### config.mk
export PLATFORM = sky130hd
export DESIGN_NAME = seq_detect_ctrl
export DESIGN_NICKNAME = d
export VERILOG_FILES = /design/src/rtl/seq_detect_pkg.sv /design/src/rtl/seq_detect_ctrl_pattern_match.sv /design/src/rtl/seq_detect_ctrl.sv
export SDC_FILE = /design/constraint.sdc
export NUM_CORES = 1
export LEC_CHECK = 0
export CORE_MARGIN = 1.5
export CORE_UTILIZATION = 25
export CTS_BUF_LIST = sky130_fd_sc_hd__clkbuf_8
export CTS_CLUSTER_DIAMETER = 40
export CTS_CLUSTER_SIZE = 20
export DETAILED_ROUTE_END_ITERATION = 6
export HOLD_SLACK_MARGIN = 0.05
export PLACE_DENSITY = 0.43
export SYNTH_ARGS = -nofsm -noshare
export SYNTH_HDL_FRONTEND = slang
export SYNTH_SLANG_ARGS = --single-unit
### constraint.sdc
create_clock -name clk -period 1.8 [get_ports clk]
set_input_delay 0.36 -clock clk [delete_from_list [all_inputs] [get_ports clk]]
set_output_delay 0.36 -clock clk [all_outputs]
set_load 0.02 [all_outputs]
### src/rtl/seq_detect_pkg.sv
// Shared types and constants for the serial pattern detector: FSM states,
// history geometry and the pattern/overlap values restored by reset.
package seq_detect_pkg;

    typedef enum logic [1:0] {
        IDLE = 2'd0,
        RUN  = 2'd1,
        DONE = 2'd2
    } state_t;

    localparam int HIST_W = 4;
    localparam int FILL_W = $clog2(HIST_W + 1);

    localparam logic [HIST_W-1:0] RST_PATTERN = 4'b1101;
    localparam logic              RST_OVERLAP = 1'b1;
    localparam logic [FILL_W-1:0] FILL_FULL   = FILL_W'(HIST_W);

endpackage

### src/rtl/seq_detect_ctrl_pattern_match.sv
// Bit history, fill counter and compare for the detector. hit_o is combinational
// and reflects the history as it will be after the current shift.
module pattern_match
    import seq_detect_pkg::*;
(
    input  logic              clk,
    input  logic              rst,
    input  logic              clear_i,
    input  logic              shift_en_i,
    input  logic              bit_i,
    input  logic [HIST_W-1:0] pattern_i,
    input  logic              overlap_i,
    output logic              hit_o
);

    logic [HIST_W-1:0] hist_q, hist_d;
    logic [FILL_W-1:0] fill_q, fill_d;
    logic [HIST_W-1:0] shifted;
    logic [FILL_W-1:0] fill_inc;

    assign shifted  = {hist_q[HIST_W-2:0], bit_i};
    assign fill_inc = (fill_q == FILL_FULL) ? fill_q : fill_q + FILL_W'(1);

    always_comb begin
        hist_d = hist_q;
        fill_d = fill_q;
        hit_o  = 1'b0;
        if (clear_i) begin
            hist_d = '0;
            fill_d = '0;
        end else if (shift_en_i) begin
            hist_d = shifted;
            fill_d = fill_inc;
            if (fill_inc == FILL_FULL && shifted == pattern_i) begin
                hit_o = 1'b1;
                // Non-overlapping mode needs four fresh bits before the next hit.
                if (!overlap_i) begin
                    fill_d = '0;
                end
            end
        end
    end

    always_ff @(posedge clk) begin
        if (!rst) begin
            hist_q <= '0;
            fill_q <= '0;
        end else begin
            hist_q <= hist_d;
            fill_q <= fill_d;
        end
    end

endmodule

### src/rtl/seq_detect_ctrl.sv
// Frame controller for a 4-bit serial pattern detector (IDLE/RUN/DONE).
// Optional macro SEQDET_FIRST_HIT_EN adds first_hit/hit_seen outputs.
module seq_detect_ctrl
    import seq_detect_pkg::*;
#(
    parameter int LEN_W = 8,
    parameter int CNT_W = 8
) (
    input  logic              clk,
    input  logic              rst,
    input  logic              cfg_we,
    input  logic [HIST_W-1:0] cfg_pattern,
    input  logic              cfg_overlap,
    input  logic              start,
    input  logic [LEN_W-1:0]  frame_len,
    input  logic              abort,
    input  logic              bit_valid,
    input  logic              bit_in,
    output logic              bit_ready,
    output logic              busy,
    output logic              match,
    output logic              done,
    output logic [CNT_W-1:0]  match_cnt
`ifdef SEQDET_FIRST_HIT_EN
    ,
    output logic [LEN_W-1:0]  first_hit,
    output logic              hit_seen
`endif
);

    state_t            state_q, state_d;
    logic [HIST_W-1:0] pattern_q, pattern_d;
    logic              overlap_q, overlap_d;
    logic [LEN_W-1:0]  len_q, len_d;
    logic [LEN_W-1:0]  idx_q, idx_d;
    logic [CNT_W-1:0]  cnt_q, cnt_d;
    logic              match_q, match_d;
    logic              done_q, done_d;
    logic              accept;
    logic              clear;
    logic              hit;
`ifdef SEQDET_FIRST_HIT_EN
    logic [LEN_W-1:0]  first_hit_q, first_hit_d;
    logic              hit_seen_q, hit_seen_d;
`endif

    assign accept = (state_q == RUN) && bit_valid;

    pattern_match u_match (
        .clk        (clk),
        .rst        (rst),
        .clear_i    (clear),
        .shift_en_i (accept),
        .bit_i      (bit_in),
        .pattern_i  (pattern_q),
        .overlap_i  (overlap_q),
        .hit_o      (hit)
    );

    always_comb begin
        state_d   = state_q;
        pattern_d = pattern_q;
        overlap_d = overlap_q;
        len_d     = len_q;
        idx_d     = idx_q;
        cnt_d     = cnt_q;
        match_d   = 1'b0;
        done_d    = 1'b0;
        clear     = 1'b0;
`ifdef SEQDET_FIRST_HIT_EN
        first_hit_d = first_hit_q;
        hit_seen_d  = hit_seen_q;
`endif
        case (state_q)
            IDLE: begin
                if (cfg_we) begin
                    pattern_d = cfg_pattern;
                    overlap_d = cfg_overlap;
                end
                if (start) begin
                    cnt_d = '0;
                    clear = 1'b1;
`ifdef SEQDET_FIRST_HIT_EN
                    first_hit_d = '0;
                    hit_seen_d  = 1'b0;
`endif
                    if (frame_len != '0) begin
                        len_d   = frame_len;
                        idx_d   = '0;
                        state_d = RUN;
                    end else begin
                        done_d = 1'b1;
                    end
                end
            end
            RUN: begin
                if (accept) begin
                    idx_d = idx_q + LEN_W'(1);
                    if (hit) begin
                        match_d = 1'b1;
                        if (cnt_q != {CNT_W{1'b1}}) begin
                            cnt_d = cnt_q + CNT_W'(1);
                        end
`ifdef SEQDET_FIRST_HIT_EN
                        if (!hit_seen_q) begin
                            first_hit_d = idx_q;
                            hit_seen_d  = 1'b1;
                        end
`endif
                    end
                end
                // Abort wins over frame completion; a hit on that edge still counts.
                if (abort) begin
                    state_d = IDLE;
                end else if (accept && idx_q == len_q - LEN_W'(1)) begin
                    state_d = DONE;
                    done_d  = 1'b1;
                end
            end
            DONE: begin
                state_d = IDLE;
            end
            default: begin
                state_d = IDLE;
            end
        endcase
    end

    always_ff @(posedge clk) begin
        if (!rst) begin
            state_q   <= IDLE;
            pattern_q <= RST_PATTERN;
            overlap_q <= RST_OVERLAP;
            len_q     <= '0;
            idx_q     <= '0;
            cnt_q     <= '0;
            match_q   <= 1'b0;
            done_q    <= 1'b0;
`ifdef SEQDET_FIRST_HIT_EN
            first_hit_q <= '0;
            hit_seen_q  <= 1'b0;
`endif
        end else begin
            state_q   <= state_d;
            pattern_q <= pattern_d;
            overlap_q <= overlap_d;
            len_q     <= len_d;
            idx_q     <= idx_d;
            cnt_q     <= cnt_d;
            match_q   <= match_d;
            done_q    <= done_d;
`ifdef SEQDET_FIRST_HIT_EN
            first_hit_q <= first_hit_d;
            hit_seen_q  <= hit_seen_d;
`endif
        end
    end

    assign bit_ready = (state_q == RUN);
    assign busy      = (state_q == RUN);
    assign match     = match_q;
    assign done      = done_q;
    assign match_cnt = cnt_q;
`ifdef SEQDET_FIRST_HIT_EN
    assign first_hit = first_hit_q;
    assign hit_seen  = hit_seen_q;
`endif

endmodule

Yosys cells after proc, flatten, opt, wreduce, memory -nomap -nowiden

Cells that the tools add are included.

ROM bits: 0
Memory bits (writable): 0
Bits in latches: 0
Output and inout bits: 12
Memories kept: 0
Logic and storage cells: 68
Flip-flop bits (word level): 39

Reduce and logical (&&, ||, !) cells: 13
$add $sub $neg: 4
Shift-type cells: 0
Multipliers: 0
$lt $le $gt $ge: 0
Mux-type cells: 28
Divide/modulo/power cells: 0
Bitwise operators: 1
Eq/ne operators: 12

Operator list:

| cell                                                                     | number |
|---|---|
| 8-bit 2-to-1 mux                                                         | 7 |
| 8-bit case mux with 2 select lines                                       | 2 |
| 8-bit by 1-bit adder with 8-bit output (second input constant)           | 2 |
| 1-bit 2-to-1 mux                                                         | 10 |
| 3-bit 2-to-1 mux                                                         | 3 |
| 3-bit AND reduction                                                      | 3 |
| 8-bit equality test                                                      | 1 |
| 2-bit 2-to-1 mux                                                         | 4 |
| 8-bit inequality test (second input constant)                            | 1 |
| 8-bit nonzero test                                                       | 1 |
| 8-bit by 1-bit subtractor with 8-bit output (second input constant)      | 1 |
| 3-bit equality test (second input constant)                              | 2 |
| 2-bit by 1-bit inequality test with 1-bit output (second input constant) | 3 |
| 5-bit AND reduction                                                      | 1 |
| 4-bit equality test                                                      | 1 |
| 2-bit inequality test (second input constant)                            | 2 |
| 2-bit case mux with 2 select lines                                       | 1 |
| 4-bit AND reduction                                                      | 1 |
| 3-bit by 1-bit adder with 3-bit output (second input constant)           | 1 |
| 1-bit logical AND                                                        | 3 |
| 3-bit by 2-bit inequality test with 1-bit output (second input constant) | 1 |
| 2-bit by 1-bit equality test with 1-bit output (second input constant)   | 1 |
| 2-bit logical NOT                                                        | 1 |
| 1-bit case mux with 2 select lines                                       | 1 |
| 4 further kinds                                                          | 4 |

Longest topological paths before layout

Depth in word-level cells: 10
Depth in mapped cells: 8

Cells and area by module

From an unflattened synthesis, not the netlist that was laid out.

Cell total of the unflattened synthesis: 233
Area, all modules: 2098.3 um^2

Modules (own cells, without submodules):

| module          | cells each | area each (um^2) | times used | seq. area each (um^2) |
|---|---|---|---|---|
| seq_detect_ctrl | 193        | 1729.2           | 1          | 660.6 |
| pattern_match   | 40         | 369.1            | 1          | 120.1 |

Worst setup path after synthesis

OpenSTA, ideal clock, no wires.

Kind: reg-to-reg
Start point: register u_match.fill_q[0]
End point: register cnt_q[6] (netlist: match_cnt[6])
Setup slack: -222 ps
Setup time: 70 ps
Arrival: 1952 ps
Cell stages (with the launch flop): 9
Period minus slack after synthesis: 2022 ps
Data required time: 1730 ps
Cell sequence: dfxtp_1 -> inv_1 -> ha_1 -> nand3b_1 -> o211ai_1 -> or4b_4 -> buf_6 -> or4_1 -> a21oi_1

Word-level cells in the longest chain between the ends: 9
Elaborated cells between the ends (all ways): 10
Those cells by class: 1 x add/sub; 3 x eq/ne; 4 x mux; 2 x reduce/logical

RTL lines:

| what                                                                          | line                                | text |
|---|---|---|
| start, declared                                                               | seq_detect_ctrl_pattern_match.sv:17 | `logic [FILL_W-1:0] fill_q, fill_d;` |
| start signal, assigned                                                        | seq_detect_ctrl_pattern_match.sv:50 | `fill_q <= fill_d;` |
| 3-bit by 1-bit adder with 3-bit output or 3-bit equality test (tied branches) | seq_detect_ctrl_pattern_match.sv:22 | `assign fill_inc = (fill_q == FILL_FULL) ? fill_q : fill_q + FILL_W'(1);` |
| 3-bit 2-to-1 mux *                                                            | seq_detect_ctrl_pattern_match.sv:22 |  |
| 3-bit equality test *                                                         | seq_detect_ctrl_pattern_match.sv:34 | `if (fill_inc == FILL_FULL && shifted == pattern_i) begin` |
| 1-bit logical AND *                                                           | seq_detect_ctrl_pattern_match.sv:34 |  |
| 1-bit 2-to-1 mux *                                                            | seq_detect_ctrl_pattern_match.sv:34 |  |
| 1-bit 2-to-1 mux *                                                            | seq_detect_ctrl_pattern_match.sv:31 | `end else if (shift_en_i) begin` |
| 1-bit 2-to-1 mux *                                                            | seq_detect_ctrl_pattern_match.sv:28 | `if (clear_i) begin` |
| 2-bit by 1-bit inequality test with 1-bit output (no source line) *           | n/a                                 |  |
| 5-bit AND reduction (no source line) *                                        | n/a                                 |  |
| end signal, assigned                                                          | seq_detect_ctrl.sv:149              | `cnt_q <= cnt_d;` |
| end, declared                                                                 | seq_detect_ctrl.sv:36               | `logic [CNT_W-1:0] cnt_q, cnt_d;` |

Mark *: on every way between the ends. The rest lies on a longest branch, timed or not.
A chain may end at the register's enable or synchronous reset.

Worst setup path after layout

Start point: register u_match.fill_q[1]
End point: register cnt_q[5] (netlist: match_cnt[5])

The elaborated chain is that of the path after synthesis.

==> flow_metrics.tcl <==
set metrics [dict create \
    outcome "complete, but fails checks" \
    violations "negative setup slack" \
    die_h_um 92.3 \
    n_antenna_cell 0 \
    cts_made_buffers 5 \
    remaining_drc_errors 0 \
    critPathCaptureType "flop" \
    startpoint_type "flop" \
    antenna_found_initial 0 \
    synth_ff_type "dfxtp_1" \
    num_rows 32 \
    async_flop_share 0 \
    ctsHtreeMaxLevel 2 \
    dieArea_um2 8520 \
    path_class "reg2reg" \
    clk_pin_slew_ns 0.08 \
    worstSkewPairLatency_ns 0.29 \
    ant_nets 0 \
    finalSetupViolations 10 \
    gp_congestion 0.792 \
    tightest_slew_ns 0.625 \
    start_util 0.258 \
    grt_pass1_wl_um 8800 \
    fin_setup_tns_ns -1.14 \
    multi_input_area_um2 1340 \
    ios 32 \
    leakage_nw 1.15 \
    worst_slack_ns -0.174 \
    min_period_over_period 1.10 \
    root_buffer "clkbuf_8" \
    slew_headroom 0.581 \
    regArea_um2 785 \
    synth-edff-count 0 \
    routed_wl_um 5290 \
    vias 1894 \
    dp_hpwl_um 3720 \
    cts_tree "built" \
    grtUsageTotal 0.132 \
    postSynthAreaPerCell_um2 8.60 \
    vdd.ir_drop.worst_uv 292 \
    syn_to_final_growth_pct 51.0 \
    max_freq_ghz 0.507 \
    p_per_area_nw_per_um2 666 \
    grt_pass1_vias 1829 \
    first_iter_violations 76 \
    yosysSeqAreaShare 0.391 \
    min_period_ns 1.97 \
    finalHoldViolations 0 \
    avgViaCountPerCell 4.64 \
    drt-pass1-iter-count 4 \
    numClockSinks 39 \
    cp_max_fo 5 \
    hp-class "in2reg" \
    synth_cell_types 45 \
    rsz0062_at_grt "true" \
    syn_inst 232 \
    synth-warning-count 0 \
    wire_per_inst_um 13.0 \
    cts_buffer_depth 2 \
    ys_ff_latch 39 \
    fillerInstances 798 \
    fin_nets 330 \
    io_buffers 31 \
    die_w_um 92.3 \
    syn_area_um2 1990 \
    grt_start_max_net_pins 16 \
    p_total_mw 2.01 \
    cp_data_arrival_time_ns 2.20 \
    core-area_um2 7730 \
    globalRouteOverflowTotal 0 \
    finClkSkew_ns 0.00538 \
    drive_above_1_share 0.291 \
    worstPathRequired_ns 2.03 \
    maxCapViolations 0 \
    synthesis.nets 257 \
    maxSlewViolCount 0 \
]
power by group:
part | switching (mW) | total, mW | internal (mW)
logic | 0.148 | 0.329 | 0.180
clock network | 0.322 | 0.771 | 0.449
registers | 0.0205 | 0.906 | 0.886
synthesized netlist by cell type, types with 2 or more instances:
cell type	number	area, um2
nand2_1	41	154
dfxtp_1	39	781
nor2_1	15	56.3
a21oi_1	12	60.1
xnor2_1	12	105
a21boi_0	8	60.1
nand3_1	8	40.0
xor2_1	8	70.1
mux2i_1	7	70.1
or4_1	6	45.0
clkbuf_1	5	18.8
ha_1	5	62.6
inv_1	5	18.8
nand4_1	5	31.3
nand2b_1	4	25.0
nand3b_1	4	30.0
nor2b_1	4	25.0
nor3_1	4	20.0
o21ai_0	4	20.0
o31ai_1	3	22.5
or3b_2	3	26.3
a31oi_1	2	12.5
and2_1	2	12.5
and3_1	2	12.5
and4_1	2	17.5
nor3b_1	2	15.0
o41ai_1	2	17.5
per-stage QoR:
stage	worst slack (ns)	util	hold slack [ns]	instances	cell area, um2
3_3_place_gp	-0.545	0.348	0.456	394	2690
3_5_place_dp	-0.575	0.348	0.463	394	2690
4_1_cts	-0.209	0.385	0.480	407	2980
6_report	-0.174	0.390	0.359	408	3010
5_1_grt	-0.259	0.390	0.363	408	3010
2_1_floorplan	-0.170	-	0.433	232	2020
flip-flops by register name, indices dropped and copies added (netlist names):
| register | count |
|---|---|
| done | 1 |
| idx_q | 8 |
| len_q | 8 |
| match | 1 |
| match_cnt | 8 |
| overlap_q | 1 |
| pattern_q | 4 |
| state_q | 2 |
| u_match.fill_q | 3 |
| u_match.hist_q | 3 |
layout make-up:
| cell class | count | area share |
|---|---|---|
| well taps | 102 | 0.0424 |
| repair buffers | 72 | 0.206 |
| clock buffers | 6 | 0.0274 |
| clock inverters | 2 | 0.0116 |
| multi-input cells | 182 | 0.446 |
| inverters | 5 | 0.00623 |
| flip-flops and latches | 39 | 0.260 |
cells in the final DEF (no fill, tap or decap), drive strengths merged, types with 2 or more instances in the layout:
cell type	count
dlymetal6s2s	3
o31ai	3
or4	6
a21oi	12
or4b	3
clkdlybuf4s50	23
nor3b	3
clkbuf	8
or3b	3
mux2i	7
nand3b	4
o41ai	2
dlygate4sd2	3
buf	41
nand3	8
nand2b	4
and2	2
a21boi	8
nor2	15
o21ai	4
dfxtp	39
ha	5
xnor2	12
and3	2
and4	2
inv	5
nand2	41
nor3	4
nand4	5
xor2	8
nor2b	4
a31oi	2
critical path: stages, from the launching register on:
cell and delay (ns):
dfxtp_2 0.34, inv_2 0.06, ha_4 0.12, nand3b_1 0.12
o211ai_1 0.11, or4b_4 0.59, or4_1 0.42, a21oi_1 0.15
metal layers:
metal  wire length (um)  share of wire  up-vias  global-route usage
met5                  0              0        -                   0
met2               2320           0.44       36               0.213
met4                135          0.026        0              0.0538
met1               2660           0.50      866               0.169
met3                173          0.033       11              0.0296
li1                   -              -      981                   -
kinds of logic after synthesis:
logic type / count (synthesis) / share of synthesized area
and+or+nand+nor: 110 / 0.294
xor gates and xnor gates: 20 / 0.0878
adders and majority gates: 5 / 0.0314
buffers and inverters: 12 / 0.0282
DFF: 39 / 0.391
muxes: 7 / 0.0351
AOI/OAI and AO/OA: 39 / 0.132
worst paths after layout:
check | from | slack (ns) | to | depth (start not counted)
worst min-delay path | frame_len[4] | 0.36 | len_q[4] | 3
worst max-delay path | u_match.fill_q[1] | -0.17 | match_cnt[5] | 7
worst min register to register | u_match.hist_q[2] | 0.47 | u_match.hist_q[2] | 2
worst max register to register | u_match.fill_q[1] | -0.17 | match_cnt[5] | 7
what timing repair did:
action / 4_1_cts / 5_1_grt
pin swaps: 13 / 7
hold buffers: 0 / 0
endpoints found under the hold margin: 0 / 0
buffers inserted: 4 / 1
endpoints found under the setup margin: 28 / 26
gates cloned: 2 / 0
resized for setup: 34 / 17
No activity file was read; power rests on OpenSTA's default activity.
